[config.mk]
export PLATFORM = sky130hd
export DESIGN_NAME = multi_cycle_ctrl
export DESIGN_NICKNAME = d
export VERILOG_FILES = /design/src/rtl/multi_cycle_ctrl.sv
export SDC_FILE = /design/constraint.sdc
export NUM_CORES = 1
export LEC_CHECK = 0
export ABC_AREA = 1
export CAP_MARGIN = 20
export CELL_PAD_IN_SITES_DETAIL_PLACEMENT = 1
export CELL_PAD_IN_SITES_GLOBAL_PLACEMENT = 2
export CORE_MARGIN = 2
export CORE_UTILIZATION = 29
export CTS_BUF_LIST = sky130_fd_sc_hd__clkbuf_8
export DETAILED_ROUTE_END_ITERATION = 16
export GPL_ROUTABILITY_DRIVEN = 0
export GPL_TIMING_DRIVEN = 0
export MAX_ROUTING_LAYER = met4
export PLACE_DENSITY = 0.94
export SYNTH_ARGS = -nofsm -noshare
export SYNTH_HDL_FRONTEND = slang
export SYNTH_SLANG_ARGS = --single-unit
[constraint.sdc]
create_clock -name clk -period 4.2 [get_ports clk]
set_input_delay 0.63 -clock clk [delete_from_list [all_inputs] [get_ports clk]]
set_output_delay 0.63 -clock clk [all_outputs]
set_load 0.01 [all_outputs]
[src/rtl/multi_cycle_ctrl.sv]
// Multi-cycle MIPS-subset controller: sequences IF/ID/EX/MEM/WB over a shared datapath.
// Optional feature macro ILLEGAL_TRAP_EN: illegal decodes park the FSM in a trap state.
module multi_cycle_ctrl #(
    parameter int CNT_W = 32
) (
    input  logic             clk,
    input  logic             reset,
    input  logic [31:0]      Ins,
    input  logic             mem_ready,
    output logic             mem_req,
    output logic             IorD,
    output logic             IRWr,
    output logic             PCWr,
    output logic             Branch,
    output logic             Jump,
    output logic             RegDst,
    output logic             ALUSrc,
    output logic [2:0]       ALUctr,
    output logic             ExtOp,
    output logic             MemtoReg,
    output logic             RegWr,
    output logic             MemWr,
    output logic [CNT_W-1:0] instr_cnt,
    output logic             illegal
);

    localparam logic [5:0] OP_R   = 6'b000000;
    localparam logic [5:0] OP_ORI = 6'b001101;
    localparam logic [5:0] OP_LW  = 6'b100011;
    localparam logic [5:0] OP_SW  = 6'b101011;
    localparam logic [5:0] OP_BEQ = 6'b000100;
    localparam logic [5:0] OP_J   = 6'b000010;

    localparam logic [5:0] FN_ADD  = 6'b100000;
    localparam logic [5:0] FN_ADDU = 6'b100001;
    localparam logic [5:0] FN_SUB  = 6'b100010;
    localparam logic [5:0] FN_SUBU = 6'b100011;

    localparam logic [2:0] ALU_IDLE = 3'b000;
    localparam logic [2:0] ALU_ADD  = 3'b001;
    localparam logic [2:0] ALU_SUB  = 3'b010;
    localparam logic [2:0] ALU_SUBU = 3'b011;
    localparam logic [2:0] ALU_OR   = 3'b100;

    localparam logic [CNT_W-1:0] CNT_ONE = {{(CNT_W-1){1'b0}}, 1'b1};

    typedef enum logic [3:0] {
        S_IF   = 4'd0,
        S_ID   = 4'd1,
        S_EX   = 4'd2,
        S_WB   = 4'd3,
        S_MA   = 4'd4,
        S_MEM  = 4'd5,
        S_LWB  = 4'd6,
        S_BR   = 4'd7,
        S_JP   = 4'd8,
        S_TRAP = 4'd9
    } state_t;

    state_t     state, state_nxt, illegal_dst;
    logic [5:0] op_q, func_q;
    logic [5:0] id_op, id_func;
    logic       id_rtype_ok;
    logic [2:0] rtype_alu;
    logic       retire;
    logic       unused_ins;

    assign id_op      = Ins[31:26];
    assign id_func    = Ins[5:0];
    assign unused_ins = ^Ins[25:6];

    assign id_rtype_ok = (id_func == FN_ADD)  || (id_func == FN_ADDU) ||
                         (id_func == FN_SUB)  || (id_func == FN_SUBU);

`ifdef ILLEGAL_TRAP_EN
    assign illegal_dst = S_TRAP;
`else
    // Illegal decodes retire as a NOP straight back to fetch.
    assign illegal_dst = S_IF;
`endif

    always_ff @(posedge clk or posedge reset) begin
        if (reset) begin
            state <= S_IF;
        end else begin
            state <= state_nxt;
        end
    end

    // Decode sees Ins during S_ID; later states use the latched copy.
    always_ff @(posedge clk or posedge reset) begin
        if (reset) begin
            op_q   <= '0;
            func_q <= '0;
        end else if (state == S_ID) begin
            op_q   <= id_op;
            func_q <= id_func;
        end
    end

    always_comb begin
        state_nxt = state;
        case (state)
            S_IF:  if (mem_ready) state_nxt = S_ID;
            S_ID: begin
                case (id_op)
                    OP_R:         state_nxt = id_rtype_ok ? S_EX : illegal_dst;
                    OP_ORI:       state_nxt = S_EX;
                    OP_LW, OP_SW: state_nxt = S_MA;
                    OP_BEQ:       state_nxt = S_BR;
                    OP_J:         state_nxt = S_JP;
                    default:      state_nxt = illegal_dst;
                endcase
            end
            S_EX:  state_nxt = S_WB;
            S_WB:  state_nxt = S_IF;
            S_MA:  state_nxt = S_MEM;
            S_MEM: begin
                if (mem_ready) state_nxt = (op_q == OP_LW) ? S_LWB : S_IF;
            end
            S_LWB: state_nxt = S_IF;
            S_BR:  state_nxt = S_IF;
            S_JP:  state_nxt = S_IF;
`ifdef ILLEGAL_TRAP_EN
            S_TRAP: state_nxt = S_TRAP;
`endif
            default: state_nxt = S_IF;
        endcase
    end

    always_comb begin
        case (func_q)
            FN_SUB:  rtype_alu = ALU_SUB;
            FN_SUBU: rtype_alu = ALU_SUBU;
            default: rtype_alu = ALU_ADD;
        endcase
    end

    // Outputs are forced low while reset is high so an in-flight access drops immediately.
    always_comb begin
        mem_req  = 1'b0;
        IorD     = 1'b0;
        IRWr     = 1'b0;
        PCWr     = 1'b0;
        Branch   = 1'b0;
        Jump     = 1'b0;
        RegDst   = 1'b0;
        ALUSrc   = 1'b0;
        ALUctr   = ALU_IDLE;
        ExtOp    = 1'b0;
        MemtoReg = 1'b0;
        RegWr    = 1'b0;
        MemWr    = 1'b0;
        illegal  = 1'b0;
        if (!reset) begin
            case (state)
                S_IF: begin
                    mem_req = 1'b1;
                    IRWr    = mem_ready;
                    PCWr    = mem_ready;
                end
                S_EX, S_WB: begin
                    if (op_q == OP_ORI) begin
                        ALUSrc = 1'b1;
                        ALUctr = ALU_OR;
                    end else begin
                        RegDst = 1'b1;
                        ALUctr = rtype_alu;
                    end
                    RegWr = (state == S_WB);
                end
                S_MA, S_MEM: begin
                    ALUSrc = 1'b1;
                    ExtOp  = 1'b1;
                    ALUctr = ALU_ADD;
                    if (state == S_MEM) begin
                        mem_req = 1'b1;
                        IorD    = 1'b1;
                        MemWr   = (op_q == OP_SW);
                    end
                end
                S_LWB: begin
                    MemtoReg = 1'b1;
                    RegWr    = 1'b1;
                end
                S_BR: begin
                    ALUctr = ALU_SUBU;
                    Branch = 1'b1;
                end
                S_JP: begin
                    Jump = 1'b1;
                    PCWr = 1'b1;
                end
`ifdef ILLEGAL_TRAP_EN
                S_TRAP: illegal = 1'b1;
`endif
                default: ;
            endcase
        end
    end

    // An instruction retires on every re-entry to fetch; trap parking never re-enters.
    assign retire = (state != S_IF) && (state_nxt == S_IF);

    always_ff @(posedge clk or posedge reset) begin
        if (reset) begin
            instr_cnt <= '0;
        end else if (retire) begin
            instr_cnt <= instr_cnt + CNT_ONE;
        end
    end

endmodule
==> summary.log, run 1 <==
qor: synthesis.muxShareOfSynthArea 0%
qor: setup_path.worst_r2r_startpoint instr_cnt[0]
qor: cts.number_of_buffers_added_for_setup_after_cts 0
qor: sta.timing.max_slew.rel_slack 66.2%
qor: layout.layout.cells.most_common sky130_fd_sc_hd__nand2_1
qor: place.dpl_worst_slack 1120 ps
qor: global_route.grt_start_max_net_pins 31
qor: global_route.track_usage 18.7%
qor: detailed_routing.vias 3293
qor: pwr.peakVddDrop 0.235 mV
qor: place.placedCellCount 686
qor: sta.unrepaired_setup_endpoints_after_global_routing false
qor: layout.area_growth 27.8%
qor: layout.final.fill_count 1411
qor: synthesis.dominant_combinational_cell_family_by_area_after_synthesis simple AND/OR/NAND/NOR gates
qor: layout.antennaDiodeCount 0
qor: global_route.via_count_of_the_first_global_routing_pass 3480
qor: setup_path.critical_path.endpoint_type output port
qor: die.rows 38
qor: detailed_routing.drt.antenna.violating_nets 0
qor: sta.finalHoldWorstSlack 502 ps
qor: detailed_routing.routedWlPerCell 14.4 microns
qor: setup_path.worstSetupStartpointType primary input
qor: layout.post_route_cells_drive_above_1_share 6.86%
qor: synthesis.synth.ff_latch_count 48
qor: synthesis.synth_fa_ha_area_share 0.389%
qor: run_status.status finished, final reports clean
qor: cts.cts_hold_repair.buffers 0
qor: setup_path.worst-r2r-setup-slack 2110 ps
qor: sta.final_setup_violation_count 0
qor: place.dp.final_hpwl 8200 microns
qor: cts.cts_resized 0
qor: sta.max_clock_freq 328 MHz
qor: setup_path.timing.setup.critical_path_class in -> out
qor: synthesis.synthesized_area_per_cell 6.63 sq um
qor: sta.slew_viol_final 0
qor: place.number_of_port_buffers 60
qor: layout.mostFrequentLayoutCells sky130_fd_sc_hd__nand2_1, sky130_fd_sc_hd__nor2_1, sky130_fd_sc_hd__clkdlybuf4s50_1, sky130_fd_sc_hd__dfrtp_1, sky130_fd_sc_hd__nand3_1
qor: die.floorplan.die_area 11900 sq um
qor: sta.worst-slew-pin-transition 506 ps
qor: sta.fin_crit 3050 ps
qor: setup_path.crit_path_max_fanout 30
qor: die.die_h 109 microns
qor: synthesis.post_synthesis_compound_gate_area_fraction 2.92%
qor: synthesis.postSynthCellCount 485
qor: synthesis.synthesis.area 3210 sq um
qor: detailed_routing.drcViolationCount 0
qor: die.core_area 10800 sq um
qor: sta.setup_tns 0 ps
qor: die.pin_count 83
qor: sta.postLayoutSetupSlackWorst 1150 ps
qor: synthesis.synth.top_cells.by_area sky130_fd_sc_hd__dfrtp_1, sky130_fd_sc_hd__nand2_1, sky130_fd_sc_hd__nor2_1
qor: global_route.grt_antenna_before_repair 0
qor: synthesis.seq_area_frac_synth 37.4%
qor: die.die_w 109 microns
qor: cts.cts_root_buffer sky130_fd_sc_hd__clkbuf_8
qor: setup_path.worstReg2RegEnd instr_cnt[16]
qor: detailed_routing.routed_via_density 4.74
qor: pwr.fin_total_pwr 1.74 mW
qor: cts.cts_max_level 2
qor: detailed_routing.drt_wl_total 10000 microns
qor: worst_hold_path.holdCritPathClass in -> async
qor: job.timing.max_cap.violations 0
qor: sta.period_share 72.5%
qor: layout.multiInputGateArea 1810 sq um
qor: setup_path.worst_ep_required_time 3570 ps
qor: synthesis.yosysUniqueCellTypes 30
qor: setup_path.rr_worst_depth 8
qor: layout.seq_area 1200 sq um
qor: sta.finalHoldViolCount 0
qor: synthesis.syn_nets 521
qor: sta.worst_clock_skew 10.2 ps
qor: global_route.global_route_wire_length_before_repair 16800 microns
qor: layout.total_number_of_nets_in_the_final_design 589
qor: synthesis.synth-warning-count 0
qor: synthesis.synthSimpleGateAreaFrac 48.8%
qor: pwr.power.density 423 nW/um^2
qor: detailed_routing.drt_iter0_drc 115
qor: synthesis.synth_top_cell_area_share 37.4%
qor: cts.total_clock_buffers_created_by_cts 5
qor: global_route.gr-total-overflow 0
qor: cts.tritoncts built
qor: layout.instances_no_fill 694
qor: cts.cts_num_sinks 48
qor: detailed_routing.drt_pass1_iterations 4
qor: cts.clk-insertion-delay-late 310 ps
qor: cts.clock_path_buffers 2
qor: pwr.leakagePower 1.91 nW
qor: cts.path_clk_slew 100 ps
qor: synthesis.synthXorXnorAreaFrac 4.09%
qor: synthesis.synth_area_leader_cell sky130_fd_sc_hd__dfrtp_1
qor: setup_path.worst-endpoint-arrival 2420 ps
qor: die.initial_core_util 29.7%
==> Yosys cell counts (all sizes together) <==
| cell type | number |
|---|---|
| a21oi | 3 |
| a31o | 1 |
| buf | 10 |
| clkbuf | 3 |
| conb | 1 |
| dfrtp | 48 |
| ha | 1 |
| inv | 30 |
| nand2 | 210 |
| nand3 | 43 |
| nand3b | 16 |
| nand4 | 3 |
| nor2 | 81 |
| nor3 | 6 |
| nor4 | 1 |
| o21a | 1 |
| o21ai | 10 |
| o22ai | 2 |
| xnor2 | 4 |
| xor2 | 11 |
==> per-stage QoR <==
stage	instance area (sq um)	utilization, %
after CTS	4110	37.9
after detailed placement	4010	37.0
after global placement	3990	36.8
final	4110	37.9
after global routing	4110	37.9
after floorplan	3210	-
==> layout make-up <==
class	instances	area share (%)
Multi-Input combinational cell	394	44.1
Sequential cell	48	29.3
Timing Repair Buffer	61	15.1
Tap cell	140	4.27
Inverter	30	2.74
Buffer	13	2.19
Clock buffer	6	2.01
Clock inverter	2	0.335
==> layer usage <==
metal	up-vias	GRT usage [%]	share of wire, %
li1	1656	-	-
met2	60	31.7	48
met4	0	4.97	1.5
met1	1565	23.1	47
met5	-	-	0
met3	12	2.99	3.5
==> report_power, final <==
part           switching [mW]  leakage [nW]  internal (mW)
Sequential             0.0811         0.644          0.549
Clock                   0.171        0.0516          0.135
Combinational           0.513          1.21          0.289
Total                   0.765          1.91          0.973
==> critical path, cell delays in order <==
cell and delay, ps:
sky130_fd_sc_hd__clkbuf_1 200, sky130_fd_sc_hd__inv_2 440, sky130_fd_sc_hd__buf_12 270, sky130_fd_sc_hd__nand2_1 140, sky130_fd_sc_hd__o22ai_1 160, sky130_fd_sc_hd__clkdlybuf4s50_1 560
==> state kept, by name, indices dropped and copies added, names as in the netlist <==
signal     cells
func_q         6
op_q           6
state          4
instr_cnt     32
==> cells by family after synthesis <==
kind of cell               count (synthesis)
and+or+nand+nor                          360
DFF                                       48
xor gates and xnor gates                  15
other                                      1
adders and majority gates                  1
buffers and inverters                     43
AOI/OAI and AO/OA                         17
==> worst max path at each step <==
stage | startpoint | endpoint
after floorplan | reset | RegWr
after global routing | reset | ALUSrc
after CTS | reset | ALUSrc
after detailed placement | reset | ALUSrc
after global placement | reset | RegWr
final | reset | ALUSrc
Power figures use the tool's default switching activity.
==> inputs of run 2 (changes only) <==
--- a/config.mk
+++ b/config.mk
@@ -10,13 +10,13 @@
 export CELL_PAD_IN_SITES_DETAIL_PLACEMENT = 1
 export CELL_PAD_IN_SITES_GLOBAL_PLACEMENT = 2
 export CORE_MARGIN = 2
-export CORE_UTILIZATION = 29
+export CORE_UTILIZATION = 24
 export CTS_BUF_LIST = sky130_fd_sc_hd__clkbuf_8
 export DETAILED_ROUTE_END_ITERATION = 16
 export GPL_ROUTABILITY_DRIVEN = 0
 export GPL_TIMING_DRIVEN = 0
 export MAX_ROUTING_LAYER = met4
-export PLACE_DENSITY = 0.94
+export PLACE_DENSITY = 0.84
 export SYNTH_ARGS = -nofsm -noshare
 export SYNTH_HDL_FRONTEND = slang
 export SYNTH_SLANG_ARGS = --single-unit
==> constraint.sdc (replaced) <==
create_clock -name clk -period 2.6 [get_ports clk]
set_input_delay 0.39 -clock clk [delete_from_list [all_inputs] [get_ports clk]]
set_output_delay 0.39 -clock clk [all_outputs]
set_load 0.01 [all_outputs]
==> run 2 against run 1 <==
Via count stayed put. Non-clock buffer count stayed put. Total power is 70% higher. Clock power is 100% higher. Utilization is 6.0 points lower. Worst setup slack worse by 980 ps. Count of clock-buffer cells in the layout is 1 higher. Flip-flop and latch count stayed put. Register-to-register slack worse by 1600 ps. Combinational power is 65% higher. Largest power group unchanged. Wire length is 3.9% higher.
==> summary.log, run 2 (same netlist as run 1, synthesis figures left out) <==
qor: die.floorplan.die_area 14300 sq um [+20%]
qor: die.rows 42 [+11%]
qor: setup_path.worst-r2r-setup-slack 540 ps [-1570 ps]
qor: place.dpl-instance-area 4060 sq um [+1.1%]
qor: layout.largest_register_ff_count 32 [unchanged]
qor: setup_path.crit_path_max_fanout 5 [-83%]
qor: detailed_routing.drcViolationCount 0 [unchanged]
qor: detailed_routing.drt_iter0_drc 136 [+18%]
qor: layout.finish.utilization 31.9% [-6.0 points]
qor: die.die_w 120 microns [+9.6%]
qor: setup_path.worstSetupStartpointType flop
qor: global_route.global_route_wire_length_before_repair 17500 microns [+4.1%]
qor: global_route.via_count_of_the_first_global_routing_pass 3437 [-1.2%]
qor: cts.tritoncts built
qor: layout.layout.cells.most_common sky130_fd_sc_hd__nand2_1
qor: detailed_routing.routed_via_density 4.51 [-4.9%]
qor: setup_path.timing.setup.critical_path_class reg -> out
qor: worst_hold_path.holdCritPathClass in -> async
qor: setup_path.worst-endpoint-arrival 2030 ps [-390 ps]
qor: sta.finalHoldViolCount 0 [unchanged]
qor: die.die_h 120 microns [+9.6%]
qor: job.timing.max_cap.violations 0 [unchanged]
qor: die.core_area 13100 sq um [+21%]
qor: die.pin_count 83 [unchanged]
qor: detailed_routing.routedWlPerCell 14.3 microns [-1.2%]
qor: cts.cts_resized 1 [+1]
qor: global_route.grt_antenna_before_repair 0 [unchanged]
qor: sta.fin_crit 2420 ps
qor: sta.worst_clock_skew 5.01 ps [-5.22 ps]
qor: setup_path.critical_path.endpoint_type output port
qor: setup_path.worst_r2r_startpoint instr_cnt[0]
qor: sta.final_setup_violation_count 0 [unchanged]
qor: layout.final_cell_area 4190 sq um [+2.1%]
qor: cts.path_clk_slew 90 ps [about the same]
qor: sta.max_clock_freq 413 MHz
qor: place.placedCellCount 722 [+5.2%]
qor: detailed_routing.drt_pass1_iterations 4 [unchanged]
qor: setup_path.worstReg2RegEnd instr_cnt[28]
qor: layout.post_route_cells_drive_above_1_share 7.04% [+0.18 points]
qor: cts.cts_max_level 2 [unchanged]
qor: cts.total_clock_buffers_created_by_cts 5 [unchanged]
qor: setup_path.rr_worst_depth 10 [+2]
qor: layout.antennaDiodeCount 0 [unchanged]
qor: pwr.peakVddDrop 0.233 mV [-1.1%]
qor: pwr.power.density 707 nW/um^2 [+67%]
qor: sta.slew_viol_final 0 [unchanged]
qor: cts.cts_hold_repair.buffers 0 [unchanged]
qor: detailed_routing.drt_wl_total 10400 microns [+3.9%]
qor: layout.area_growth 30.4%
qor: sta.unrepaired_setup_endpoints_after_global_routing false
qor: global_route.gr-total-overflow 0 [unchanged]
qor: sta.period_share 93.1%
qor: setup_path.crit_chain nor2_4, nand2_1, inv_1, nand2_1, nor2_1, a31o_2, clkdlybuf4s50_1
qor: cts.clock_path_buffers 2 [unchanged]
qor: layout.largest-register instr_cnt
qor: cts.number_of_buffers_added_for_setup_after_cts 0 [unchanged]
qor: detailed_routing.drt.antenna.violating_nets 0 [unchanged]
qor: setup_path.slowest_delay 530 ps [-30 ps]
qor: cts.clk-insertion-delay-late 330 ps [+20 ps]
qor: layout.final.fill_count 1674 [+19%]
qor: layout.instances_no_fill 730 [+5.2%]
qor: detailed_routing.vias 3293 [unchanged]
qor: layout.mostFrequentLayoutCells sky130_fd_sc_hd__nand2_1, sky130_fd_sc_hd__nor2_1, sky130_fd_sc_hd__clkdlybuf4s50_1, sky130_fd_sc_hd__dfrtp_1, sky130_fd_sc_hd__nand3_1
qor: layout.reg_top3 instr_cnt (32), func_q (6), op_q (6)
qor: layout.total_number_of_nets_in_the_final_design 589 [unchanged]
qor: pwr.leakagePower 1.92 nW [+0.78%]
qor: setup_path.worst_ep_required_time 2210 ps [-1360 ps]
qor: setup_path.crit_path_frequent_cell sky130_fd_sc_hd__nand2_1
qor: run_status.status finished, final reports clean
qor: place.number_of_port_buffers 60 [unchanged]
qor: setup_path.timing.critical_path.slowest_stage_cell sky130_fd_sc_hd__clkdlybuf4s50_1
qor: die.initial_core_util 24.5% [-5.2 points]
qor: place.dp.final_hpwl 8170 microns [-0.31%]
qor: cts.cts_num_sinks 48 [unchanged]
qor: global_route.track_usage 15.9% [-2.8 points]
qor: global_route.grt_start_max_net_pins 29 [-6.5%]
qor: cts.cts_root_buffer sky130_fd_sc_hd__clkbuf_8
[run 2: cell count changes in the layout (fill, tap and decap cells not counted), sizes merged]
cell and change:
clkinv -1, clkbuf +1, inv -1, bufinv +1
[run 2: area by class of cell]
type	count	area (sq um)	share of cell area, %
buffer	13	90.1	2.15
timing repair buffer	61	621	14.8
sequential	48	1200	28.7
multi-input combinational	394	1820	43.4
clock buffer	7	96.3	2.30
clock inverter	1	30.0	0.716
tap	176	220	5.25
inverter	30	115	2.75
[run 2: how the worst max path moves through the flow]
| stage | start | to | depth (start not counted) |
|---|---|---|---|
| 2_1_floorplan | reset | RegWr | 4 |
| 3_3_place_gp | reset | RegWr | 5 |
| 3_5_place_dp | reset | RegWr | 6 |
| 4_1_cts | state[3] | ALUctr[1] | 7 |
| 5_1_grt | reset | RegWr | 6 |
| 6_report | state[3] | ALUctr[1] | 7 |
[run 2: critical path: cells and delay by family (launching register included)]
family | cells | cell delay [ps]
AOI/OAI and AO/OA | 1 | 160
buffers and inverters | 2 | 610
DFF | 1 | 460
and+or+nand+nor | 4 | 490
[run 2: report_power, final]
group	leakage [nW]	internal (mW)	switching (mW)
registers	0.644	0.887	0.129
clock network	0.0645	0.340	0.283
logic	1.21	0.469	0.853
total	1.92	1.70	1.27
[run 2: per-stage QoR]
| step | setup TNS (ps) | setup slack (ps) | hold WS, ps | total power [mW] |
|---|---|---|---|---|
| after floorplan | 0 | 60.5 | 449 | 1.89 |
| after global placement | -6200 | -1140 | 473 | 2.33 |
| after detailed placement | -45.3 | -45.3 | 486 | 2.37 |
| after CTS | 0 | 72.1 | 184 | 3.02 |
| after global routing | 0 | 8.87 | 264 | 3.18 |
| final | 0 | 179 | 194 | 2.96 |
[run 2: layer usage]
metal  up-vias  wire (microns)  track usage (%)  share of wire, %
li1       1654               -                -                 -
met1      1589            4840             19.6                46
met2        40            5040             26.6                48
met3        10             377             2.57               3.6
met4         0             163             5.07               1.6
met5         -               0                -                 0
